--- src/rtl/fadd_s1_lanes.sv ---
// fadd_s1_lanes: multi-lane FP adder front stage. Per lane it classifies
// operands, orders them by exponent and picks the far/near path.
//
// Ports:
//   clk, rst        clock, synchronous active-high reset
//   in_valid_i      input beat valid
//   in_ready_o      block can accept a beat
//   in_a_i          operand A per lane
//   in_b_i          operand B per lane
//   in_sub_i        subtract mode
//   in_rm_i         rounding mode, passed through
//   in_mask_i       lane enables
//   in_tag_i        beat tag, passed through
//   out_valid_o     output beat valid
//   out_ready_i     consumer accepts beat
//   out_rm_o        rounding mode of the output beat
//   out_tag_o       tag of the output beat
//   out_mask_o      lane mask of the output beat
//   out_lane_o      per-lane records
//   out_busy_o      output buffer non-empty
module fadd_s1_lanes #(
    parameter int EXPWIDTH  = 8,
    parameter int PRECISION = 24,
    parameter int NUM_LANES = 4,
    parameter int TAG_W     = 8
) (
    input  logic clk,
    input  logic rst,
    input  logic in_valid_i,
    output logic in_ready_o,
    input  logic [NUM_LANES*(EXPWIDTH+PRECISION)-1:0] in_a_i,
    input  logic [NUM_LANES*(EXPWIDTH+PRECISION)-1:0] in_b_i,
    input  logic in_sub_i,
    input  logic [2:0] in_rm_i,
    input  logic [NUM_LANES-1:0] in_mask_i,
    input  logic [TAG_W-1:0] in_tag_i,
    output logic out_valid_o,
    input  logic out_ready_i,
    output logic [2:0] out_rm_o,
    output logic [TAG_W-1:0] out_tag_o,
    output logic [NUM_LANES-1:0] out_mask_o,
    output logic [NUM_LANES*(2*PRECISION+2*EXPWIDTH+8)-1:0] out_lane_o,
    output logic out_busy_o
);

    localparam int E  = EXPWIDTH;
    localparam int P  = PRECISION;
    localparam int W  = E + P;
    localparam int L  = 2*P + 2*E + 8;
    localparam int BW = NUM_LANES * L;

    function automatic logic [L-1:0] proc_lane(
        input logic [W-1:0] a,
        input logic [W-1:0] b,
        input logic         sub
    );
        logic         a_s, b_s;
        logic [E-1:0] a_e, b_e, a_ee, b_ee;
        logic [P-2:0] a_f, b_f;
        logic [P-1:0] a_sig, b_sig, big_sig, small_sig;
        logic         a_inf, b_inf, a_nan, b_nan, a_snan, b_snan;
        logic         eff_sub, small_add, swap, sel_far;
        logic         big_sign;
        logic [E-1:0] big_exp, expdiff;
        logic         spc_valid, spc_iv, spc_nan, spc_inf_sign;

        a_s = a[W-1];
        b_s = b[W-1] ^ sub;
        a_e = a[W-2 -: E];
        b_e = b[W-2 -: E];
        a_f = a[P-2:0];
        b_f = b[P-2:0];

        // Subnormals share exponent 1 with the smallest normals.
        a_ee  = (a_e == '0) ? E'(1) : a_e;
        b_ee  = (b_e == '0) ? E'(1) : b_e;
        a_sig = {(a_e != '0), a_f};
        b_sig = {(b_e != '0), b_f};

        a_inf  = (&a_e) && (a_f == '0);
        b_inf  = (&b_e) && (b_f == '0);
        a_nan  = (&a_e) && (a_f != '0);
        b_nan  = (&b_e) && (b_f != '0);
        a_snan = a_nan && !a_f[P-2];
        b_snan = b_nan && !b_f[P-2];

        eff_sub   = a_s ^ b_s;
        small_add = (a_e == '0) && (b_e == '0);
        swap      = b_ee > a_ee;

        big_sig   = swap ? b_sig : a_sig;
        small_sig = swap ? a_sig : b_sig;
        big_exp   = swap ? b_ee : a_ee;
        big_sign  = swap ? b_s : a_s;
        expdiff   = swap ? (b_ee - a_ee) : (a_ee - b_ee);
        sel_far   = !eff_sub || (expdiff > E'(1));

        spc_valid    = a_nan || b_nan || a_inf || b_inf;
        spc_iv       = a_snan || b_snan || (a_inf && b_inf && eff_sub);
        spc_nan      = a_nan || b_nan || (a_inf && b_inf && eff_sub);
        spc_inf_sign = a_inf ? a_s : b_s;

        return {spc_inf_sign, spc_nan, spc_iv, spc_valid,
                small_add, eff_sub, sel_far, big_sign,
                big_exp, expdiff, big_sig, small_sig};
    endfunction

    logic [BW-1:0] lane_d;

    for (genvar k = 0; k < NUM_LANES; k++) begin : g_lane
        assign lane_d[k*L +: L] = in_mask_i[k]
            ? proc_lane(in_a_i[k*W +: W], in_b_i[k*W +: W], in_sub_i)
            : '0;
    end

    logic [BW-1:0]        lane_mem [2];
    logic [2:0]           rm_mem   [2];
    logic [TAG_W-1:0]     tag_mem  [2];
    logic [NUM_LANES-1:0] mask_mem [2];
    logic                 wptr, rptr;
    logic [1:0]           cnt;
    logic                 push, pop;

    // Ready comes from the registered count, so a pop while full only
    // reopens the input on the following cycle.
    assign in_ready_o  = (cnt != 2'd2);
    assign out_valid_o = (cnt != 2'd0);
    assign out_busy_o  = (cnt != 2'd0);
    assign push        = in_valid_i && in_ready_o;
    assign pop         = out_valid_o && out_ready_i;

    always_ff @(posedge clk) begin
        if (rst) begin
            for (int i = 0; i < 2; i++) begin
                lane_mem[i] <= '0;
                rm_mem[i]   <= '0;
                tag_mem[i]  <= '0;
                mask_mem[i] <= '0;
            end
            wptr <= 1'b0;
            rptr <= 1'b0;
            cnt  <= 2'd0;
        end else begin
            if (push) begin
                lane_mem[wptr] <= lane_d;
                rm_mem[wptr]   <= in_rm_i;
                tag_mem[wptr]  <= in_tag_i;
                mask_mem[wptr] <= in_mask_i;
                wptr           <= ~wptr;
            end
            if (pop) begin
                rptr <= ~rptr;
            end
            unique case ({push, pop})
                2'b10:   cnt <= cnt + 2'd1;
                2'b01:   cnt <= cnt - 2'd1;
                default: cnt <= cnt;
            endcase
        end
    end

    assign out_lane_o = lane_mem[rptr];
    assign out_rm_o   = rm_mem[rptr];
    assign out_tag_o  = tag_mem[rptr];
    assign out_mask_o = mask_mem[rptr];

endmodule

--- config.mk ---
export PLATFORM = sky130hd
export DESIGN_NAME = fadd_s1_lanes
export DESIGN_NICKNAME = d
export VERILOG_FILES = /design/src/rtl/fadd_s1_lanes.sv
export SDC_FILE = /design/constraint.sdc
export NUM_CORES = 1
export LEC_CHECK = 0
export BUFFER_PORTS_ARGS = -buffer_cell sky130_fd_sc_hd__buf_2
export CAP_MARGIN = 25
export CORE_MARGIN = 5
export CORE_UTILIZATION = 40
export DETAILED_ROUTE_END_ITERATION = 12
export GPL_TIMING_DRIVEN = 0
export MAX_ROUTING_LAYER = met4
export SLEW_MARGIN = 5
export SYNTH_ARGS = -nofsm -noshare
export SYNTH_HDL_FRONTEND = slang
export SYNTH_SLANG_ARGS = --single-unit
--- constraint.sdc ---
create_clock -name clk -period 27.9 [get_ports clk]
set_input_delay 0 -clock clk [delete_from_list [all_inputs] [get_ports clk]]
set_output_delay 0 -clock clk [all_outputs]
set_load 0.01 [all_outputs]
==> metrics.md <==
| Metric | Value |
|---|---|
| Final WS setup | ~23 ns |
| Outcome | complete, no violations |
| WP buf/inv | 6 |
| Overall power | ~3000 µW |
| P_leak | ~0.017 µW |
| DIE WIDTH | between 200 and 300 µm |
| Synth warnings | 0 |
| Final antenna-violating net count | 0 |
| Multi-input logic area | 11700 µm² |
| Core area | roughly 77000 µm² |
| Slew Limit Fails | 0 |
| Setup TNS | 0 ns |
| Main synth FF type | edfxtp_1 |
| Largest net degree at the start of global routing | between 60 and 70 |
| Peak Freq | 0.210 GHz |
| PD cells | about 73 nW/µm² |
| CTS tree | yes |
| Syn Nets | approximately 2900 |
| Slowest stage cell, crit path | a221oi_2 |
| CP peak stage delay | roughly 0.65 ns |
| DIE AREA | 83200 µm² |
| Clock Path Buffers | 3 |
| Storage cell area | between 15000 and 20000 µm² |
| Vias | between 20000 and 25000 |
| Final min period | approximately 4.8 ns |
| HP Class | primary input to register |
| Number of global-route vias before repair | ~25000 |
| Row count | roughly 100 |
| DR vias/cell | 5.24 |
| Slew headroom | between 30 and 40% |
| DP Worst Slack | 23.50 ns |
| Initial DRT Pass Iterations | 7 |
| Skew final | around 0.025 ns |
| CTS Buf Count | 71 |
| Htree depth | 3 |
| Library cells used by synthesis | 63 |
| Register clock-pin slew on the reported worst setup and hold paths | about 0.06 ns |
| DP Wirelength | between 70000 and 80000 µm |
| Largest delay contributor family on the critical path | buffers and inverters |
| First-pass GRT wire length | 151000 µm |
| Post-route clock period utilization | between 10% and 20% |
| Commonest non-fill, non-tap cell in the layout | nor2_1 |
| CP max FO | 10 |
| Final setup vio count | 0 |
| Startpoint types | primary input |
| Critical path capture point type | register |
| CP arrival | between 5 and 6 ns |
| Commonest cells after routing, fill and taps aside | nor2_1, edfxtp_1, buf_2 |
| Global route overflow | 0 |
| Critical path cell sequence | dlygate4sd3_1 -> buf_2 -> nor4_1 -> dlygate4sd3_1 -> nand2_1 -> nand2b_1 -> ha_1 -> fa_1 -> and3b_1 -> a311o_1 -> a221oi_2 -> nor2_2 -> buf_2 -> buf_2 -> mux2i_1 -> dlygate4sd3_1 -> nor2_1 |
| Gate Count Post-Synth | about 2600 |
| Critical path class | primary input to register |
| DRT Wirelength | 102000 µm |
| Post-synth EDFFs | between 600 and 700 |
| Per-cell routed wire length | 21.7 µm |
| Final GP Congestion | 0.978 |
| Avg Inst Size Synth | around 12 µm² |
| Initial antenna violation count | 8 |
| Worst-Margin Slew | ~0.99 ns |
| Remaining DRCs | 0 |
| # nets final | just under 4000 |
| Area Growth Syn to Fin | 33.6% |
| Initial Util | 40.2% |
| IO Port Bufs | slightly below 600 |
| Synth async-reset ratio | 0% |
| WP data required | roughly 28 ns |
| Io pins | around 580 |
| CTS Root Cell | clkbuf_16 |
| Die Span Y | just under 300 µm |
| Share of cells above drive strength 1 | ~29% |
| Final hold violations | 0 |
| Cell Count, Final, Fillers Out | ~4700 |
| Post-Syn Area | between 30000 and 40000 µm² |
| Maxcap violations | 0 |
| Clock sinks | between 600 and 700 |
| Worst skew pair latency | around 0.6 ns |
| Max IR drop VDD | approximately 0.044 mV |
| GRT Util Overall | between 20% and 30% |
| Setup repair after global routing missed its margin | false |
| Initial DRC Count | around 1700 |
| DP Cell Count | around 4200 |
| Sequential share of the synthesized area | between 50 and 60% |
| Fill count | about 6700 |
| Seq cells post-synth | roughly 610 |
[worst reg2reg max path: stages (launching register included)]
cell	delay [ns]
dfxtp_1	0.39
nand2b_1	0.18
nand2_1	0.22
nor2_1	0.24
nand2_1	0.43
nand2b_4	0.85
buf_16	0.35
buf_16	0.32
buf_16	0.41
[what timing repair did]
action,CTS,global route
resized for setup,0,0
setup endpoints to repair,0,0
endpoints found under the hold margin,507,0
buffers inserted,0,0
hold buffers,362,0
[power by group]
part | leakage, µW | total, µW | internal (µW) | switching [µW]
Sequential | 0.00648 | 1180 | 1150 | 27.5
Clock | 0.00104 | 866 | 501 | 364
Combinational | 0.00985 | 991 | 422 | 569
[kinds of logic after synthesis]
logic type | after synthesis | share of synthesized area [%]
xor gates and xnor gates | 33 | 0.932
DFF | 611 | 59.0
adders and majority gates | 64 | 2.75
and+or+nand+nor | 899 | 12.6
buffers and inverters | 267 | 3.40
muxes | 525 | 18.2
AOI/OAI and AO/OA | 156 | 3.17
[Yosys cell counts (4+ instances only)]
master    count  share of area (%)
nand2_1      69               0.84
nand3_1      13               0.21
o21ai_1       9               0.15
and3_1       13               0.26
ha_1         53                2.1
a41oi_1       4               0.11
or3_1         4              0.081
o21bai_1      6               0.15
fa_1          8               0.52
a21o_1        6               0.15
edfxtp_1    606                 59
mux2_2      311                 11
nor4_1       57                1.1
o22ai_1       4              0.081
nand4_1      30               0.61
clkbuf_1    148                1.8
o211ai_1      7               0.17
or4_1         5               0.12
nor2b_1       7               0.14
a21oi_1      56               0.90
and4b_1       4               0.13
a311o_1       4               0.13
o21ai_0      29               0.47
xnor2_1      19               0.54
dfxtp_1       5               0.32
nor3_1       20               0.32
buf_1         5              0.061
nor2_1      622                7.5
a31oi_1       7               0.14
and2_1       28               0.56
mux2i_1     214                6.9
nand2b_1     14               0.28
buf_2        26               0.42
xor2_1       14               0.40
inv_1        83                1.0
[metal layers]
metal / up-vias / share of wire, % / global-route usage [%]
li1: 11300 / - / -
met1: 11900 / 40 / 29.9
met2: 1008 / 47 / 38.6
met3: 322 / 7.1 / 5.04
met4: 0 / 5.5 / 11.6
met5: - / 0 / -
[per-stage QoR]
step / utilization, % / hold WS, ns / instance area (µm²)
after floorplan: - / 0.198 / 31000
after global placement: 45.6 / 0.290 / 35200
after detailed placement: 46.2 / 0.295 / 35700
after CTS: 53.6 / 0.00783 / 41400
after global routing: 53.7 / 0.0856 / 41400
final: 53.7 / 0.0403 / 41500
[final cells by class]
type                       count  share of cell area, %
sequential                   611                   44.1
multi-input combinational   1677                   28.2
timing repair buffer         959                   16.8
clock buffer                  91                   4.52
tap                         1040                   3.14
buffer                       183                   1.78
inverter                      84                  0.761
clock inverter                34                  0.607
antenna                        9                 0.0543
[sequential cells by signal (all words and copies together) (netlist names), named ones only]
name,flops
wptr,1
tag_mem,16
mask_mem,8
rm_mem,6
rptr,1
lane_mem,576
cnt,2
[final timing paths]
kind | from | to | slack (ns) | cells past startpoint
worst max-delay path | in_a_i[119] | lane_mem[0][260] | 23.13 | 17
worst min-delay path | in_b_i[94] | lane_mem[1][167] | 0.04 | 5
worst max register to register | cnt[0] | lane_mem[1][120] | 24.14 | 8
worst min register to register | rptr | rptr | 0.52 | 2
No activity file was read; power rests on OpenSTA's default activity.
